===== config.mk =====
export PLATFORM = sky130hd
export DESIGN_NAME = wb_arbiter_rr
export DESIGN_NICKNAME = d
export VERILOG_FILES = /design/src/rtl/wb_arbiter_rr.sv
export SDC_FILE = /design/constraint.sdc
export NUM_CORES = 1
export LEC_CHECK = 0
export CORE_AREA = 2 2 39 41
export DETAILED_ROUTE_END_ITERATION = 6
export DIE_AREA = 0 0 41 43
export PLACE_DENSITY = 0.8
export SLEW_MARGIN = 20
export SYNTH_ARGS = -nofsm -noshare
export SYNTH_HDL_FRONTEND = slang
export SYNTH_SLANG_ARGS = --single-unit

===== constraint.sdc =====
create_clock -name clk -period 3.2 [get_ports clk]
set_clock_uncertainty 0.05 [all_clocks]
set_input_delay 0.32 -clock clk [delete_from_list [all_inputs] [get_ports clk]]
set_output_delay 0.32 -clock clk [all_outputs]
set_load 0.02 [all_outputs]

===== src/rtl/wb_arbiter_rr.sv =====
// Round-robin Wishbone arbiter: holds the bus for a whole cyc transaction, then rotates priority.
// Define WB_ARB_TIMEOUT_EN to build the stalled-strobe watchdog that raises timeout_err.
module wb_arbiter_rr #(
   parameter int NUMM    = 3,
   parameter int TIMEOUT = 255,
   localparam int IW     = (NUMM > 1) ? $clog2(NUMM) : 1
) (
   input  logic            clk,
   input  logic            rst,
   input  logic [NUMM-1:0] cyc,
   input  logic            bus_stb,
   input  logic            bus_ack,
   input  logic            bus_err,
   output logic [NUMM-1:0] grant,
   output logic            gnt_valid,
   output logic [IW-1:0]   gnt_idx,
   output logic            timeout_err
);

   typedef enum logic {IDLE, OWNED} state_t;

   state_t          state_q, state_d;
   logic [NUMM-1:0] grant_q, grant_d;
   logic [IW-1:0]   idx_q, idx_d;
   logic [IW-1:0]   lastPtr_q, lastPtr_d;
   logic            found;
   logic [IW-1:0]   pick;
   logic [IW-1:0]   cand;
   logic            ownerHeld;

   // Search starts just after the last winner; the dropping owner loses naturally since its cyc is 0.
   always_comb begin
      found = 1'b0;
      pick  = '0;
      cand  = '0;
      for (int k = 1; k <= NUMM; k++) begin
         cand = IW'((int'(lastPtr_q) + k) % NUMM);
         if (!found && cyc[cand]) begin
            found = 1'b1;
            pick  = cand;
         end
      end
   end

   always_comb begin
      state_d   = state_q;
      grant_d   = grant_q;
      idx_d     = idx_q;
      lastPtr_d = lastPtr_q;
      ownerHeld = (state_q == OWNED) && cyc[idx_q];
      if (!ownerHeld) begin
         if (found) begin
            state_d   = OWNED;
            grant_d   = {{(NUMM-1){1'b0}}, 1'b1} << pick;
            idx_d     = pick;
            lastPtr_d = pick;
         end else begin
            state_d = IDLE;
            grant_d = '0;
         end
      end
   end

   always_ff @(posedge clk or posedge rst) begin
      if (rst) begin
         state_q   <= IDLE;
         grant_q   <= '0;
         idx_q     <= '0;
         lastPtr_q <= IW'(NUMM - 1);
      end else begin
         state_q   <= state_d;
         grant_q   <= grant_d;
         idx_q     <= idx_d;
         lastPtr_q <= lastPtr_d;
      end
   end

   assign grant     = grant_q;
   assign gnt_valid = (state_q == OWNED);
   assign gnt_idx   = idx_q;

`ifdef WB_ARB_TIMEOUT_EN
   logic [7:0] wdCnt_q, wdCnt_d;
   logic       wdErr_q, wdErr_d;
   logic       stall;

   // A handover restarts the count so a new owner never inherits the previous owner's stall time.
   always_comb begin
      stall   = gnt_valid & bus_stb & ~bus_ack & ~bus_err;
      wdErr_d = 1'b0;
      wdCnt_d = wdCnt_q;
      if (stall && (wdCnt_q == 8'(TIMEOUT - 1))) begin
         wdErr_d = 1'b1;
         wdCnt_d = '0;
      end else if (!stall || (grant_d != grant_q)) begin
         wdCnt_d = '0;
      end else begin
         wdCnt_d = wdCnt_q + 8'd1;
      end
   end

   always_ff @(posedge clk or posedge rst) begin
      if (rst) begin
         wdCnt_q <= '0;
         wdErr_q <= 1'b0;
      end else begin
         wdCnt_q <= wdCnt_d;
         wdErr_q <= wdErr_d;
      end
   end

   assign timeout_err = wdErr_q;
`else
   logic unusedBus;
   assign unusedBus   = ^{bus_stb, bus_ack, bus_err};
   assign timeout_err = 1'b0;
`endif

endmodule

==> metrics.md <==
| Metric | Value |
|---|---|
| TritonCTS Sinks | `7` |
| Kind of cell adding the most delay to the critical path | `compound AO/OA/AOI/OAI gates` |
| Type of the worst setup path | `reg2reg` |
| Worst Setup Start Kind | `flop` |
| Worst setup slack for register-to-register paths | `slightly above 1000 ps` |
| Post-Synthesis Net Count | `72` |
| GP Congestion | `roughly 0.8` |
| Vias per cell | `between 5 and 6` |
| Flops & latches, synth | `7` |
| Count of cell types in the netlist | `30` |
| Min Tclk post-route | `around 2200 ps` |
| Post-synth EDFFs | `0` |
| First-pass DRT Iterations | `4` |
| Synth warn | `0` |
| Cell row count | `14` |
| Power density normalized to cell area | `between 1000 and 1500 mW/mm^2` |
| Outcome | `finished, final reports clean` |
| Hold Buf Count CTS | `0` |
| Final ANT Viol Nets | `0` |
| CTS tree | `done` |
| Starting DRC count in detailed routing | `12` |
| Cell Area, Placed | `644 sq um` |
| Worst Hold Class | `in2async` |
| Main flop type after synthesis | `sky130_fd_sc_hd__dfrtp_1` |
| Reported net switching power | `0.365 mW` |
| Delay of the slowest cell on the worst path | `about 440 ps` |
| Global-route usage over all layers | `0.152` |
| Internal power | `around 0.44 mW` |
| Wire length per cell | `around 12 um` |
| Met3 global-route usage | `0.0576` |
| Static leakage | `0.295 nW` |
| Mean area per synthesized cell | `between 9 and 10 sq um` |
| Measured slew at the worst slew-check pin | `547 ps` |
| Final design area excluding fillers | `between 600 and 700 sq um` |
| Final design utilization | `0.486` |
| Maximum achievable frequency | `0.462 GHz` |
| Final Power | `0.803 mW` |
| Clock-pin slew on the worst setup and hold paths | `around 50 ps` |
| Data arrival time of the critical path | `2250 ps` |
| Clock buffer count from CTS | `3` |
| Endpoint class of the critical path | `flop` |
| Via count of the first global-routing pass | `~460` |
| Cts repair resizes | `0` |
| Antenna violations before repair | `0` |
| Share of synthesized flip-flops with an asynchronous set or reset | `1.00` |
| Most used routing layer | `met2` |
| Layout cell share with drive strength beyond 1 | `0.167` |
| Routed Wire Length | `between 1000 and 1500 um` |
| Most frequent cells after synthesis | `7 x sky130_fd_sc_hd__nor2_1, 6 x sky130_fd_sc_hd__dfrtp_1, 6 x sky130_fd_sc_hd__inv_1, 5 x sky130_fd_sc_hd__a21oi_1, 5 x sky130_fd_sc_hd__nand2_1` |
| Root buffer selected by CTS | `sky130_fd_sc_hd__clkbuf_4` |
| Final antenna diode count | `0` |
| Remaining DRCs | `0` |
| Count of input and output buffers | `10` |
| Number of setup violations in the final report | `0` |
| H-tree level count | `1` |
| Largest net degree at the start of global routing | `10` |
| Number of buffers inserted by post-CTS setup repair | `0` |
| Count leader, synth | `sky130_fd_sc_hd__nor2_1` |
| Max-cap violations | `0` |
| Share of total power in sequential cells | `0.216` |
| Signed area change from the synthesized netlist to the final layout | `22.0%` |
| Routing usage on met1 | `0.197` |
| Cell type with the highest aggregate area in the netlist | `sky130_fd_sc_hd__dfrtp_1` |
| Share of the cycle needed by the critical path after routing | `0.677` |
| Net switching share of the total power | `0.455` |
| Worst-path cell chain | `inv_1 -> ha_1 -> and2_4 -> o32ai_2 -> nor2_2 -> mux2i_1 -> a22o_2` |
| Required @ worst endpoint | `~3300 ps` |
| Core region area | `0.00138 sq mm` |
| Worst-case vdd ir drop | `0.675 mV` |
| Crit-path max FO | `7` |
| Count of buffering cells on the critical path with inverters included | `1` |
| GRT met2 Usage | `0.206` |
| DIE AREA | `about 0.0018 sq mm` |
| Detail Placement HPWL | `about 830 um` |
| Rel. slew slack | `0.631` |
| Via Count | `roughly 470` |
| Setup repair after global routing missed its margin | `false` |
| Count of pins over their slew limit | `0` |
| Horiz. Die Dim | `between 40 and 50 um` |
| Combinational share of power | `0.686` |
| Top-Level Pins | `15` |
| Die height | `between 40 and 50 um` |
| Area contributors post-synth | `sky130_fd_sc_hd__dfrtp_1 27%, sky130_fd_sc_hd__ha_1 6.8%, sky130_fd_sc_hd__mux2i_1 5.5%` |
| Starting density of the core | `0.398` |
| Deepest clock path buffer count | `2` |
| Clock insertion delay at the later pin of the skew report | `about 250 ps` |
| Final Hold Viols | `0` |
| Post-Synthesis Cells | `a little over 60` |
| Sequential-to-total area share from yosys stat | `0.320` |
| GR Overflow Total | `0` |
| Cell area after synthesis | `551 sq um` |
| Critical path's slowest cell | `sky130_fd_sc_hd__dfrtp_1` |
| Relative contribution of the clock network to total power | `0.099` |
| Final net count | `84` |
| Area share of the largest cell type after synthesis | `0.273` |
| Global-route wire length before repair | `between 1500 and 2000 um` |
| Sum of negative setup slack | `0 ps` |
-- per-stage QoR --
step,hold WS [ps],setup slack [ps],cells
finish,237,1030,88
global route,249,900,88
CTS,238,1010,88
detailed placement,445,1030,84
global placement,448,1050,84
floorplan,72.7,1200,61
-- worst register-to-register path, stage by stage (launching register included) --
cell	delay, ps
sky130_fd_sc_hd__dfrtp_1	440
sky130_fd_sc_hd__inv_1	90
sky130_fd_sc_hd__ha_1	400
sky130_fd_sc_hd__and2_4	180
sky130_fd_sc_hd__o32ai_2	400
sky130_fd_sc_hd__nor2_2	110
sky130_fd_sc_hd__mux2i_1	140
sky130_fd_sc_hd__a22o_2	240
-- cells by family after synthesis --
kind of cell,Yosys count,synth area share
AND/OR/NAND/NOR,21,0.223
adder cells (fa/ha/maj),3,0.0682
multiplexers,3,0.0545
other,1,0.00681
buffers and inverters,9,0.0886
AO/OA/AOI/OAI,17,0.239
flip-flops,7,0.320
-- path summary, 6_finish.rpt --
kind                       cells past startpoint       start           end
setup / recovery                               7  gnt_idx[0]      grant[0]
hold / removal                                 2         rst      grant[1]
min in group clk                               1    grant[0]      grant[0]
hold reg to reg                                1    grant[0]      grant[0]
max in group asynchronous                      2         rst  lastPtr_q[1]
setup reg to reg                               7  gnt_idx[0]      grant[0]
-- cells in the final DEF (no fill, tap or decap), drive strengths merged, types with 2 or more instances in the layout --
cell,synthesis,layout
mux2i,3,3
nor2,8,8
o21a,2,2
o21ai,2,2
and2,2,2
nand2,5,5
dfrtp,6,6
clkdlybuf4s50,0,10
clkbuf,0,3
inv,6,6
ha,3,3
a21oi,5,5
-- routing by layer --
metal | wire length, um | part of all wire | vias up
li1 | - | - | 237
met3 | 40 | 0.039 | 2
met1 | 474 | 0.46 | 216
met5 | 0 | 0 | -
met4 | 10 | 0.0097 | 0
met2 | 508 | 0.49 | 10
-- registers in the layout, summed over array words and instances (netlist names) --
register   cells
grant          3
gnt_idx        2
lastPtr_q      1
gnt_valid      1
-- layout make-up --
| cell class | instances | area [sq um] |
|---|---|---|
| multi-input cells | 45 | 325 |
| well taps | 16 | 20.0 |
| fillers | 140 | 712 |
| flip-flops and latches | 7 | 176 |
| repair buffers | 10 | 100 |
| clock inverters | 1 | 5.00 |
| clock buffers | 3 | 22.5 |
| inverters | 6 | 22.5 |
-- power groups by stage --
stage	registers, mW	logic (mW)	clock network [mW]
2_1_floorplan	0.203	0.403	0
3_3_place_gp	0.172	0.539	0
3_5_place_dp	0.173	0.549	0
4_1_cts	0.173	0.554	0.0845
5_1_grt	0.178	0.603	0.0903
6_report	0.173	0.550	0.0795
No activity file was read; power rests on OpenSTA's default activity.
==> variant, RTL diff (same settings) <==
Change the parameter `NUMM` from 3 to 2.
--- a/src/rtl/wb_arbiter_rr.sv
+++ b/src/rtl/wb_arbiter_rr.sv
@@ -2,5 +2,5 @@
 // Define WB_ARB_TIMEOUT_EN to build the stalled-strobe watchdog that raises timeout_err.
 module wb_arbiter_rr #(
-   parameter int NUMM    = 3,
+   parameter int NUMM    = 2,
    parameter int TIMEOUT = 255,
    localparam int IW     = (NUMM > 1) ? $clog2(NUMM) : 1
Ports: changed (resized cyc, gnt_idx and grant); port bits go from 15 to 12. No check against the original RTL was run, so the function may have changed too.
==> variant against the unedited design <==
- power fell by 74%
- worst setup slack improved by 0.43 ns
- core utilization decreased by 22 points
- synthesized area fell by 53%
- design area decreased by 45%
- routed wire length shrank 47%
- non-clock buffer count fell by 3
- sequential cell count shrank 2
- fmax rose by 25%
==> variant: results (changes against the unedited design) <==
status complete, no violations; met2 Track Usage GR 10.3% (-10 points); switch share 28.9% (-17 points); bufs w/o clock 7 (-3); met1 Use GR 6.86% (-13 points); global-route wire length before repair 814 um (-55%); DR WL met3 46 um (+15%); Comb pwr share 25.0% (-44 points); Finished Layout Cells 57 (-35%); highest metal used met3; Top delay family on crit path buffers and inverters; comb_multi_in 21 (-53%); Post-DP HPWL 421 um (-50%); Peak supply drop 162 uV (-76%); Avg WL per Cell 9.65 um (-18%); Non-clk invs 4 (-2); Cell Area, Placed 342 sq um (-47%); Final Wtd Congestion 0.702 (-13%); mux cell area share after synthesis 0% (-5.5 points); Mapped Nets 38 (-47%); register area share after synthesis 48.8% (+17 points); biggest cell delay along the critical path 0.65 ns (+0.21 ns); IO Port Bufs 7 (-3); LEAKAGE 0.166 nW (-44%); layout cells sized above 1 9.76% (-6.9 points); met3 Resource Use GR 3.14% (-2.6 points); P_clk 70.5 uW (-11%); Yosys reg bits 5 (-2); Via Count 243 (-48%); post-synthesis compound-gate area fraction 23.7% (-0.19 points); fraction of area in non-clock buffers 19.0% (+4.2 points); top post-synthesis cells by count 4 x a21oi_1, 4 x dfrtp_1, 4 x inv_1, 4 x nor2_1; met2 wire len 268 um (-47%); Int Pwr 150 uW (-66%); Syn Inst Count 31 (-49%); Netlist cell types 14 (-53%); Post-Synth Adder-Cell Area 0% (-6.8 points); Nets 49 (-42%); max reg flops 2 (-1); wire length on met1 236 um (-50%); GR Util All Layers 7.27% (-8.0 points); crit path DAT 1.36 ns (-0.89 ns); Final clock-cell share 7.14% (+3.0 points); dpl cells 53 (-37%)
## variant: cell count changes in the layout (fill, tap and decap cells not counted), sizes merged, moves of 3 or more
cell / before / now
clkdlybuf4s50: 10 / 7
ha: 3 / 0
mux2i: 3 / 0
nor2: 8 / 4
## variant: path summary, 6_finish.rpt
kind                                        from                     to  slack [ns]  cells past startpoint
setup / recovery           gnt_valid$_DFFE_PP0N_              gnt_valid        1.47                      1
hold / removal                               rst   grant[1]$_DFFE_PP0N_        0.23                      2
setup reg to reg             gnt_idx$_DFFE_PP0P_   grant[0]$_DFFE_PP0N_        2.08                      2
hold reg to reg              gnt_idx$_DFFE_PP0P_  lastPtr_q$_DFFE_PP1P_        0.48                      1
max in group asynchronous                    rst  lastPtr_q$_DFFE_PP1P_        2.64                      2
min in group clk             gnt_idx$_DFFE_PP0P_  lastPtr_q$_DFFE_PP1P_        0.48                      1
